## config.mk

```make
export PLATFORM = sky130hd
export DESIGN_NAME = spram_rr_ctrl
export DESIGN_NICKNAME = d
export VERILOG_FILES = /design/src/rtl/spram_rr_ctrl.sv
export SDC_FILE = /design/constraint.sdc
export NUM_CORES = 1
export LEC_CHECK = 0
export ABC_AREA = 1
export BUFFER_PORTS_ARGS = -buffer_cell sky130_fd_sc_hd__buf_2
export CORE_AREA = 3 3 132 134
export CTS_CLUSTER_DIAMETER = 120
export DETAILED_ROUTE_END_ITERATION = 10
export DIE_AREA = 0 0 135 137
export PLACE_DENSITY = 0.48
export SETUP_SLACK_MARGIN = 0.4
export SYNTH_ARGS = -nofsm -noshare
export SYNTH_HDL_FRONTEND = slang
export SYNTH_SLANG_ARGS = --single-unit
```

## constraint.sdc

```tcl
create_clock -name clk -period 1.25 [get_ports clk]
set_clock_uncertainty 0.1 [all_clocks]
set_input_delay 0.0625 -clock clk [delete_from_list [all_inputs] [get_ports clk]]
set_output_delay 0.0625 -clock clk [all_outputs]
set_load 0.1 [all_outputs]
```

## src/rtl/spram_rr_ctrl.sv

```systemverilog
// spram_rr_ctrl: shares one single-port RAM between requesters A and B.
// Round-robin arbitration, one access per cycle, read data one cycle after
// the accepted read. Optionally zero-fills the RAM after reset.
//
// Handshake: a request from X transfers in any cycle where X_valid and
// X_ready are both high. X_ready is only ever high together with X_valid.
// A requester that sees X_ready low keeps its request (valid, wren, addr,
// data) stable until it is accepted. A read accepted in cycle t yields
// X_rvalid=1 in cycle t+1 only, with rdata carrying the result.
module spram_rr_ctrl #(
  parameter int AWIDTH         = 11,
  parameter int NUM_WORDS      = 2048,
  parameter int DWIDTH         = 60,
  parameter bit CLEAR_ON_RESET = 1'b1
) (
  input  logic              clk,
  input  logic              reset,
  input  logic              a_valid,
  output logic              a_ready,
  input  logic              a_wren,
  input  logic [AWIDTH-1:0] a_addr,
  input  logic [DWIDTH-1:0] a_data,
  output logic              a_rvalid,
  input  logic              b_valid,
  output logic              b_ready,
  input  logic              b_wren,
  input  logic [AWIDTH-1:0] b_addr,
  input  logic [DWIDTH-1:0] b_data,
  output logic              b_rvalid,
  output logic [DWIDTH-1:0] rdata,
  output logic [AWIDTH-1:0] mem_address,
  output logic              mem_wren,
  output logic [DWIDTH-1:0] mem_data,
  input  logic [DWIDTH-1:0] mem_out,
  output logic              init_done
);

  typedef enum logic {
    CLEAR = 1'b0,
    RUN   = 1'b1
  } state_t;

  localparam logic [AWIDTH-1:0] LAST_ADDR = AWIDTH'(NUM_WORDS - 1);

  state_t            state;
  state_t            state_next;
  logic [AWIDTH-1:0] clr_cnt;
  logic              ptr_b;       // 0: A has priority on contention, 1: B
  logic              gnt_a;
  logic              gnt_b;
  logic              a_rvalid_q;
  logic              b_rvalid_q;

  // State register; reset selects whether the sweep runs at all.
  always_ff @(posedge clk) begin
    if (reset) begin
      state <= CLEAR_ON_RESET ? CLEAR : RUN;
    end else begin
      state <= state_next;
    end
  end

  // Clear sweep address: restarts at 0 on every reset, steps once per CLEAR cycle.
  always_ff @(posedge clk) begin
    if (reset) begin
      clr_cnt <= '0;
    end else if (state == CLEAR) begin
      clr_cnt <= clr_cnt + 1'b1;
    end
  end

  // Priority pointer hands priority to the other side after each grant.
  always_ff @(posedge clk) begin
    if (reset) begin
      ptr_b <= 1'b0;
    end else if (gnt_a) begin
      ptr_b <= 1'b1;
    end else if (gnt_b) begin
      ptr_b <= 1'b0;
    end
  end

  // Read-response flags, one cycle behind the accepted read.
  always_ff @(posedge clk) begin
    if (reset) begin
      a_rvalid_q <= 1'b0;
      b_rvalid_q <= 1'b0;
    end else begin
      a_rvalid_q <= gnt_a & ~a_wren;
      b_rvalid_q <= gnt_b & ~b_wren;
    end
  end

  // Next state, arbitration and RAM pin drive; everything idles while reset is high.
  always_comb begin
    state_next  = state;
    gnt_a       = 1'b0;
    gnt_b       = 1'b0;
    mem_wren    = 1'b0;
    mem_address = '0;
    mem_data    = '0;
    if (!reset) begin
      case (state)
        CLEAR: begin
          mem_wren    = 1'b1;
          mem_address = clr_cnt;
          if (clr_cnt == LAST_ADDR) begin
            state_next = RUN;
          end
        end
        RUN: begin
          gnt_a = a_valid & (~b_valid | ~ptr_b);
          gnt_b = b_valid & (~a_valid | ptr_b);
          if (gnt_a) begin
            mem_address = a_addr;
            mem_wren    = a_wren;
            mem_data    = a_data;
          end else if (gnt_b) begin
            mem_address = b_addr;
            mem_wren    = b_wren;
            mem_data    = b_data;
          end
        end
        default: state_next = state;
      endcase
    end
  end

  assign a_ready   = gnt_a;
  assign b_ready   = gnt_b;
  assign a_rvalid  = a_rvalid_q & ~reset;
  assign b_rvalid  = b_rvalid_q & ~reset;
  assign rdata     = mem_out;
  assign init_done = (state == RUN) & ~reset;

endmodule

```

==> run metrics <==
setup tns final -37.27 ns; Highest Signal Layer met4; synth warn 0; Peak VDD IR approximately 450 uV; EDFF count, synth 0; DR vias between 3000 and 4000; GRT Util Overall a little under an eighth; unrepaired setup endpoints after global routing yes; CTS root buf clkbuf_16; largest net degree at the start of global routing 32; Die X 135 um; die area around 18000 um2; setup slack, reg-to-reg -0.24 ns; Placed Cells 832; via/cell ratio 3.909; CTS tree done; Synth area leaders nand2_1 (40%), buf_4 (22%), dfxtp_1 (13%); drt first pass iters 4; cell count after synthesis 440; Final nets ~860; Seq/Total Area, Yosys a little over an eighth; Synth Flop Type dfxtp_1; hold_ws -0.05635 ns; Rel. slew slack 81.97%; Setup WS post-layout -0.5438 ns; WP data arrival about 1.6 ns; CP endpoint kind output pin; post-synth top area share 40.06%; first-pass GRT wire length ~17000 um; area leader, netlist nand2_1; ant diodes 0; endpoints failing hold 1; Slew @ Worst Pin around 0.27 ns; Cell Area, Synth about 2300 um2; Die Ht 137 um; io pins around 350; initial antenna violation count 0; post-DR wirelength/cell about 14 um; cts bufs inserted 3; met3 routed WL between 1000 and 1500 um; min cycle time layout around 1.8 ns; ANT nets after route 0; Placer Congestion a little over 0.7; maximum clock rate ~560 MHz; Tot Pwr between 1.5 and 2 mW; ys async rst share 0%; Fillers ~1600; layout overhead on the synthesized area 206.9%; DR DRC count 0; WL met2 6695 um; mean cell area of the mapped netlist between 5 and 6 um2; DPL Wire Length 9097 um; number of max-cap violations 0; failing checks hold timing, setup timing; Critical Path Source Type register; post-synthesis register bit count 15; final wirelength roughly 12000 um; met1 WL between 4000 and 5000 um; number of global-route vias before repair ~3200; Clock Tree Buf Depth 2; hold crit path type primary input to register; Skew-Pair Late Insertion Delay 0.25 ns; P_leak between 2 and 3 nW; Port Buf Inserts 224; clock-pin transition on the worst setup and hold timing paths 0.05 ns; power density cells 253.7 nW/um2; period utilisation layout 143.5%; core area about 16000 um2; kind of critical path register to output pin; CP max FO 8; # H-tree levels 1; GRT overflow 0; initial core utilization 13.76%; post-synth net total between 600 and 700; Cell Count, Final, Fillers Out 871; final max-slew violation count 0; share of layout cells above drive strength 1 84.02%; Data required, critical path approximately 1.1 ns; clk sink count 15; Distinct cells, synth 20; row cnt 47; DR iter-0 viols 90; hold_buf cts 1; status finished with violations; Final setup violation count between 80 and 90
[logic make-up after synthesis]
logic type / share of synthesized area, %
and+or+nand+nor: 51.75
buffers and inverters: 30.19
AOI/OAI and AO/OA: 4.210
DFF: 13.30
adders and majority gates: 0.5539
[through the flow]
step | cell area [um2] | utilization, % | worst slack (ns) | hold WS, ns
4_1_cts | 6113 | 37.26 | -0.5830 | -0.06024
3_3_place_gp | 5594 | 34.10 | -0.3039 | 0.02568
3_5_place_dp | 5594 | 34.10 | -0.3651 | 0.02568
2_1_floorplan | 3412 | - | -1.107 | 0.03488
6_report | 6930 | 42.24 | -0.5438 | -0.05635
5_1_grt | 6930 | 42.24 | -0.6216 | -0.05967
[final timing paths]
path / startpoint / end / cells after the start
worst max-delay path: state / mem_data[28] / 9
worst min-delay path: b_wren / b_rvalid_q / 2
worst max register to register: state / clr_cnt[10] / 10
worst min register to register: clr_cnt[5] / clr_cnt[5] / 2
[layer usage]
metal / up-vias / GRT usage (%)
li1: 1695 / -
met2: 150 / 21.40
met3: 14 / 3.382
met5: - / 0
met4: 0 / 1.680
met1: 1546 / 12.63
[final cells by class]
type                       instances  area (um2)  area share, %
timing repair buffer             286        3077          44.39
multi-input combinational        314        3008          43.40
sequential                        15       314.1          4.531
tap                              220       275.3          3.972
inverter                          32       176.4          2.546
clock buffer                       3       75.07          1.083
clock inverter                     1       5.005        0.07222
[critical path, stage by stage (launching register included)]
cell,delay [ns]
dfxtp_4,0.36
inv_6,0.03
nor2_4,0.13
inv_4,0.07
nor2_8,0.11
buf_12,0.14
buf_12,0.15
nand2_1,0.13
nand2_8,0.09
buf_12,0.16
[sequential cells by signal (all words and copies together), names as in the netlist]
signal and flops:
b_rvalid_q 1, state 1, ptr_b 1, clr_cnt 11, a_rvalid_q 1
[timing repair]
item	in CTS	in global routing
setup endpoints to repair	92	92
pin swaps	10	29
setup buffers	11	16
endpoints found under the hold margin	2	1
resized for setup	91	141
cloned	2	5
[cells in the mapped netlist (2+ instances only)]
cell type / count
nand2_1: 241
dfxtp_1: 15
nor2_1: 24
a21oi_1: 12
clkbuf_1: 3
a31oi_1: 2
inv_1: 28
buf_4: 67
nor3_1: 8
o21ai_0: 3
nand4_1: 2
inv_2: 2
nand3_1: 18
buf_2: 9
[placed cells by master, fill, tap and decap left out, drive strengths merged]
cell type / synthesis / layout
buf: 76 / 280
nand2: 241 / 241
nor2: 26 / 26
inv: 31 / 21
nand3: 18 / 18
dfxtp: 15 / 15
a21oi: 12 / 12
clkinvlp: 0 / 9
clkbuf: 3 / 8
nor3: 8 / 8
o21ai: 3 / 3
clkinv: 1 / 3
a31oi: 2 / 2
nand4: 2 / 2
o211ai: 1 / 1
ha: 1 / 1
dlygate4sd3: 0 / 1
[power breakdown]
| group | internal (mW) | switching (mW) | total (mW) |
|---|---|---|---|
| combinational | 0.302 | 0.324 | 0.626 |
| clock | 0.427 | 0.206 | 0.634 |
| sequential | 0.487 | 0.0115 | 0.498 |
(Power assumes the default switching activity.)
